==> config.mk <==
export PLATFORM = sky130hd
export DESIGN_NAME = bp_update_ctrl
export DESIGN_NICKNAME = d
export VERILOG_FILES = /design/src/rtl/bp_update_ctrl_pkg.sv /design/src/rtl/bp_upd_fifo.sv /design/src/rtl/bp_update_ctrl.sv
export SDC_FILE = /design/constraint.sdc
export NUM_CORES = 1
export LEC_CHECK = 0
export CAP_MARGIN = 15
export CORE_ASPECT_RATIO = 1.25
export CORE_MARGIN = 2
export CORE_UTILIZATION = 35
export DETAILED_ROUTE_END_ITERATION = 16
export GPL_TIMING_DRIVEN = 0
export PLACE_DENSITY = 0.6
export SETUP_SLACK_MARGIN = 0.1
export SYNTH_ARGS = -nofsm -noshare
export SYNTH_HDL_FRONTEND = slang
export SYNTH_SLANG_ARGS = --single-unit
==> constraint.sdc <==
create_clock -name clk -period 5.6 [get_ports clk]
set_clock_uncertainty 0.1 [all_clocks]
set_input_delay 1.4 -clock clk [delete_from_list [all_inputs] [get_ports clk]]
set_output_delay 1.4 -clock clk [all_outputs]
set_load 0.005 [all_outputs]
==> src/rtl/bp_update_ctrl_pkg.sv <==
// rtl/bp_update_ctrl_pkg.sv - shared FSM encoding and default parameters for the branch update controller
package bp_update_ctrl_pkg;

  localparam int DEF_ADDR_WIDTH   = 10;
  localparam int DEF_QDEPTH       = 4;
  localparam int DEF_FLUSH_CYCLES = 2;

  localparam logic [1:0] ST_IDLE     = 2'd0;
  localparam logic [1:0] ST_REDIRECT = 2'd1;
  localparam logic [1:0] ST_FLUSH    = 2'd2;

endpackage

==> src/rtl/bp_upd_fifo.sv <==
// rtl/bp_upd_fifo.sv - synchronous FIFO holding pending predictor updates
module bp_upd_fifo #(
  parameter int WIDTH = 21,
  parameter int DEPTH = 4
) (
  input  logic             clk,
  input  logic             rst,
  input  logic             push,
  input  logic [WIDTH-1:0] push_data,
  input  logic             pop,
  output logic [WIDTH-1:0] pop_data,
  output logic             full,
  output logic             empty
);

  localparam int PW = (DEPTH < 2) ? 1 : $clog2(DEPTH);

  logic [WIDTH-1:0] mem [DEPTH];
  logic [PW-1:0]    wr_ptr;
  logic [PW-1:0]    rd_ptr;
  logic [PW:0]      count;

  logic do_push;
  logic do_pop;

  assign full     = (count == (PW+1)'(DEPTH));
  assign empty    = (count == '0);
  assign do_push  = push && !full;
  assign do_pop   = pop && !empty;
  assign pop_data = mem[rd_ptr];

  // Storage write; contents need no reset since empty gates every read
  always_ff @(posedge clk) begin
    if (do_push) begin
      mem[wr_ptr] <= push_data;
    end
  end

  // Pointer and occupancy tracking; power-of-two depth lets pointers wrap naturally
  always_ff @(posedge clk) begin
    if (rst) begin
      wr_ptr <= '0;
      rd_ptr <= '0;
      count  <= '0;
    end else begin
      if (do_push) wr_ptr <= wr_ptr + 1'b1;
      if (do_pop)  rd_ptr <= rd_ptr + 1'b1;
      if (do_push && !do_pop)      count <= count + 1'b1;
      else if (do_pop && !do_push) count <= count - 1'b1;
    end
  end

endmodule

==> src/rtl/bp_update_ctrl.sv <==
// rtl/bp_update_ctrl.sv - branch resolution controller: predictor update queue, redirect and flush
module bp_update_ctrl
  import bp_update_ctrl_pkg::*;
#(
  parameter int ADDR_WIDTH   = DEF_ADDR_WIDTH,
  parameter int QDEPTH       = DEF_QDEPTH,
  parameter int FLUSH_CYCLES = DEF_FLUSH_CYCLES
) (
  input  logic                  clk,
  input  logic                  rst,
  input  logic                  res_valid,
  output logic                  res_ready,
  input  logic [ADDR_WIDTH-1:0] res_pc,
  input  logic [ADDR_WIDTH-1:0] res_target,
  input  logic                  res_taken,
  input  logic [ADDR_WIDTH-1:0] res_pred_addr,
  input  logic                  upd_stall,
  output logic                  upd_enable,
  output logic                  upd_taken,
  output logic [ADDR_WIDTH-1:0] upd_pc,
  output logic [ADDR_WIDTH-1:0] upd_target,
  output logic                  redirect_valid,
  output logic [ADDR_WIDTH-1:0] redirect_pc,
  output logic                  flush,
  output logic [15:0]           mispredict_cnt
);

  localparam int QW  = 1 + 2 * ADDR_WIDTH;
  localparam int FCW = (FLUSH_CYCLES < 2) ? 1 : $clog2(FLUSH_CYCLES + 1);

  logic [1:0]            state;
  logic [FCW-1:0]        flush_left;
  logic                  q_full;
  logic                  q_empty;
  logic [QW-1:0]         q_head;
  logic                  in_idle;
  logic                  accept;
  logic                  enq;
  logic                  mispredict;
  logic [ADDR_WIDTH-1:0] actual_next;

  assign in_idle = (state == ST_IDLE);

  // Ready depends only on registered state and queue flags, never on this cycle's pop
  assign res_ready = !rst && (!in_idle || !q_full);
  assign accept    = res_valid && res_ready;

  // Only correct-path (IDLE) resolutions are queued, compared or counted
  assign enq         = accept && in_idle;
  assign actual_next = res_taken ? res_target : res_pc + ADDR_WIDTH'(4);
  assign mispredict  = enq && (actual_next != res_pred_addr);

  bp_upd_fifo #(
    .WIDTH (QW),
    .DEPTH (QDEPTH)
  ) u_fifo (
    .clk       (clk),
    .rst       (rst),
    .push      (enq),
    .push_data ({res_taken, res_pc, res_target}),
    .pop       (upd_enable),
    .pop_data  (q_head),
    .full      (q_full),
    .empty     (q_empty)
  );

  // Predictor port drains the queue head whenever it is free, in every FSM state
  assign upd_enable = !q_empty && !upd_stall;
  assign upd_taken  = q_head[QW-1];
  assign upd_pc     = q_head[2*ADDR_WIDTH-1:ADDR_WIDTH];
  assign upd_target = q_head[ADDR_WIDTH-1:0];

  assign redirect_valid = (state == ST_REDIRECT);
  assign flush          = !in_idle;

  // Redirect/flush sequencing: one REDIRECT cycle, then FLUSH_CYCLES of FLUSH
  always_ff @(posedge clk) begin
    if (rst) begin
      state      <= ST_IDLE;
      flush_left <= '0;
    end else begin
      case (state)
        ST_IDLE: begin
          if (mispredict) state <= ST_REDIRECT;
        end
        ST_REDIRECT: begin
          if (FLUSH_CYCLES > 0) begin
            state      <= ST_FLUSH;
            flush_left <= FCW'(FLUSH_CYCLES - 1);
          end else begin
            state <= ST_IDLE;
          end
        end
        ST_FLUSH: begin
          if (flush_left == '0) state <= ST_IDLE;
          else                  flush_left <= flush_left - 1'b1;
        end
        default: state <= ST_IDLE;
      endcase
    end
  end

  // Capture the corrected fetch PC of the mispredicting branch
  always_ff @(posedge clk) begin
    if (rst) begin
      redirect_pc <= '0;
    end else if (mispredict) begin
      redirect_pc <= actual_next;
    end
  end

  // Saturating misprediction counter
  always_ff @(posedge clk) begin
    if (rst) begin
      mispredict_cnt <= '0;
    end else if (mispredict && (mispredict_cnt != 16'hFFFF)) begin
      mispredict_cnt <= mispredict_cnt + 16'd1;
    end
  end

endmodule

==> results_dict.tcl, run 1 <==
set metrics [dict create \
    area_growth_pct 32.1 \
    drv_slew 0 \
    clk_latency_ns 0.41 \
    status "completed" \
    grtUsageMet3_pct 4.30 \
    placementRows 51 \
    yosysSeqAreaShare_pct 60.6 \
    port_buffers 85 \
    grt.met1_usage_pct 20.4 \
    reg2reg_depth 8 \
    cts_tree "built" \
    setup_viol 0 \
    maxSlewHeadroom_pct 23.1 \
    vias_per_cell 4.89 \
    final_cell_area_um2 7210 \
    start_util_pct 35.3 \
    grt_pass1_vias 3701 \
    core_um2 15400 \
    drive_above_1_share_pct 14.8 \
    grt_pass1_wl_um 20000 \
    postCtsHoldBufs 0 \
    tightest_slew_ns 1.15 \
    crit_end "res_ready" \
    synth_fp_nets 445 \
    syn_inst 401 \
    r2r-end "mispredict_cnt[11]$_SDFFE_PP0P_" \
    cts_resized 0 \
    totalWireLength_um 12600 \
    chipWidth_um 116 \
    grt_start_max_net_pins 22 \
    syn_area_um2 5460 \
    hp-class "flip-flop to flip-flop" \
    finalCriticalPeriod_ns 4.42 \
    crit_start "rst" \
    worstPathMaxFanout 10 \
    utilization_pct 46.7 \
    clock-sinks 123 \
    period_share_pct 78.9 \
    die_h_um 144 \
    io_pins 86 \
    first_iter_violations 156 \
    num_antenna_cells 0 \
    hp-start "redirect_pc[5]$_SDFFE_PP0P_" \
    gr-total-overflow 0 \
    ff2ff_setup_slack_ns 3.05 \
    cp.required_ns 4.10 \
    ys_warn_count 0 \
    hold_viol 0 \
    worstSetupPathType "primary input to output pin" \
    clk_path_buf_depth 2 \
    cts_max_level 4 \
    dp_hpwl_um 8630 \
    ir_drop_mv 0.194 \
    final_nets 551 \
    fmax_ghz 0.226 \
    final.setup.tns_ns 0 \
    ys.flop_type "edfxtp_1" \
    synth_edf_count 84 \
    power_density_nw_per_um2 374 \
    cts-root-buf "clkbuf_16" \
    synth-seq-cells 123 \
    dpl-instance-area_um2 6570 \
    antenna_found_initial 0 \
    rsz0062_at_grt "no" \
    ant_nets 0 \
    dieArea_um2 16600 \
    drt-pass1-iter-count 4 \
    endpoint_kind "output pin" \
    globalplace.congestion 0.865 \
    dp_slack_ns 1.15 \
    dp_cells 698 \
    grtUsageTotal_pct 16.1 \
    setup_ws_ns 1.18 \
    synth_cell_types 54 \
    arrival_ns 2.92 \
    cap_violations 0 \
    grt_use_met2_pct 26.7 \
    busiest_layer "met2" \
    fin_cells 732 \
    rr_startpoint "mispredict_cnt[3]$_SDFFE_PP0P_" \
    clk_pin_slew_ns 0.05 \
    post_drt_wl_per_cell_um 17.3 \
    cp-start-kind "primary input" \
    post-cts-setup-buffer-count 0 \
    syn_avg_cell_area_um2 13.6 \
    vias 3582 \
    cts_buffers 17 \
    async_flop_share_pct 0 \
    p_leak_nw 2.40 \
    drc 0 \
]
[logic make-up (layout without fill, tap and decap cells)]
logic type	after synthesis	count (layout)	synth area share, %
flops	123	123	60.6
xor+xnor	24	24	4.11
mux	43	43	12.9
fa+ha+maj	9	9	2.20
buf+inv	33	152	2.55
compound gates	55	55	6.84
simple gates	114	114	10.9
[power breakdown]
group	total, mW	leakage (nW)	internal [mW]	switching, mW
logic	0.567	1.05	0.328	0.240
clock network	1.07	0.276	0.627	0.440
registers	1.06	1.08	1.03	0.0336
total	2.70	2.40	1.98	0.714
[metrics by stage]
stage / hold slack [ns] / total power, mW
2_1_floorplan: 0.384 / 1.38
3_3_place_gp: 0.377 / 1.64
3_5_place_dp: 0.388 / 1.65
4_1_cts: 0.410 / 2.72
5_1_grt: 0.435 / 2.81
6_report: 0.402 / 2.70
[synthesized netlist by cell type, drive strengths merged, types with 3 or more instances]
master  count  area (um2)
dfxtp      39         781
o21a        3        22.5
inv        17        63.8
nand3       9        55.1
edfxtp     84        2520
buf         9        48.8
ha          8         100
nor3        8        45.0
nor2       40         150
mux4       21         473
clkbuf      7        26.3
and2        6        37.5
nor4        6        68.8
a21oi      10        53.8
xor2        8        70.1
mux2i      14         140
a211oi      4        30.0
nand2      22        82.6
nand4       4        25.0
o31ai       6        45.0
o21ai      16        83.8
mux2        8        90.1
xnor2      15         131
or3         3        18.8
o311ai      3        26.3
nor2b       7        43.8
[flip-flops by register name, indices dropped and copies added, names as in the netlist, named ones only]
register and cells:
u_fifo.wr_ptr 2, u_fifo.rd_ptr 2, flush_left 2, u_fifo.mem 84
u_fifo.count 3, redirect_pc 10, state 2, mispredict_cnt 16
[worst min-delay path by stage]
stage / endpoint / slack, ns / depth (start not counted)
detailed placement: redirect_pc[4]$_SDFFE_PP0P_ / 0.39 / 2
global route: redirect_pc[8]$_SDFFE_PP0P_ / 0.43 / 2
CTS: redirect_pc[5]$_SDFFE_PP0P_ / 0.41 / 2
finish: redirect_pc[5]$_SDFFE_PP0P_ / 0.40 / 2
global placement: redirect_pc[5]$_SDFFE_PP0P_ / 0.38 / 2
floorplan: mispredict_cnt[14]$_SDFFE_PP0P_ / 0.38 / 2
[area by class of cell]
type | instances | area (um2)
Clock buffer | 17 | 425
Buffer | 16 | 75.1
Tap cell | 212 | 265
Multi-Input combinational cell | 245 | 2010
Fill cell | 1427 | 8240
Timing Repair Buffer | 87 | 906
Inverter | 17 | 63.8
Sequential cell | 123 | 3300
Clock inverter | 15 | 154
[routing by layer]
metal	routed length, um	up-vias	part of all wire [%]
met5	0	-	0
met4	103	0	0.82
met3	655	12	5.2
met2	6310	87	50
met1	5570	1756	44
li1	-	1727	-
[cell usage in the layout (no fill, tap or decap), types with 5 or more instances in the layout]
master	netlist	layout
a21oi_1	9	9
and2_1	6	6
clkbuf_1	7	7
clkbuf_16	0	17
clkdlybuf4s50_1	0	85
dfxtp_1	39	39
edfxtp_1	84	84
ha_1	8	8
inv_1	16	16
inv_6	0	7
mux2_1	5	5
mux2i_1	14	14
mux4_2	21	21
nand2_1	22	22
nand3_1	7	7
nor2_1	40	40
nor2b_1	7	7
nor3_1	7	7
nor4_2	5	5
o21ai_0	15	15
o31ai_1	6	6
xnor2_1	15	15
xor2_1	8	8
[critical path, cell delays in order]
cell             delay [ns]
clkdlybuf4s50_1        0.52
buf_1                  0.44
a31oi_1                0.08
clkdlybuf4s50_1        0.47
No activity file was read; power rests on OpenSTA's default activity.
==> inputs of run 2 (changes only) <==
- clock period: 5.6 -> 4.1 ns (I/O delays scaled with it)
==> results of run 2 <==
The final DEF is identical to that of run 1. Status: completed.
Main changes from that run: setup slack after placement 1.15 ns -> 0.0281 ns; clock-pin slew on the worst setup and hold paths 0.05 ns -> 0.06 ns; setup slack after layout 1.18 ns -> 0.361 ns; end point of the critical path res_ready -> upd_target[6]; register-to-register setup slack 3.05 ns -> 1.55 ns; total power 2.70 mW -> 3.68 mW; worst IR drop on VDD 0.194 mV -> 0.265 mV
==> inputs of run 3 (changes only) <==
- PLACE_DENSITY: 0.6 -> unset
- clock period: 4.1 -> 4.35 ns (I/O delays scaled with it)
==> results of run 3 <==
The final DEF is identical to that of run 1. Status: completed.
Main changes from that run: setup slack after placement 1.15 ns -> 0.216 ns; clock-pin slew on the worst setup and hold paths 0.05 ns -> 0.06 ns; setup slack after layout 1.18 ns -> 0.549 ns; end point of the critical path res_ready -> upd_target[6]; register-to-register setup slack 3.05 ns -> 1.80 ns; total power 2.70 mW -> 3.47 mW; worst IR drop on VDD 0.194 mV -> 0.249 mV
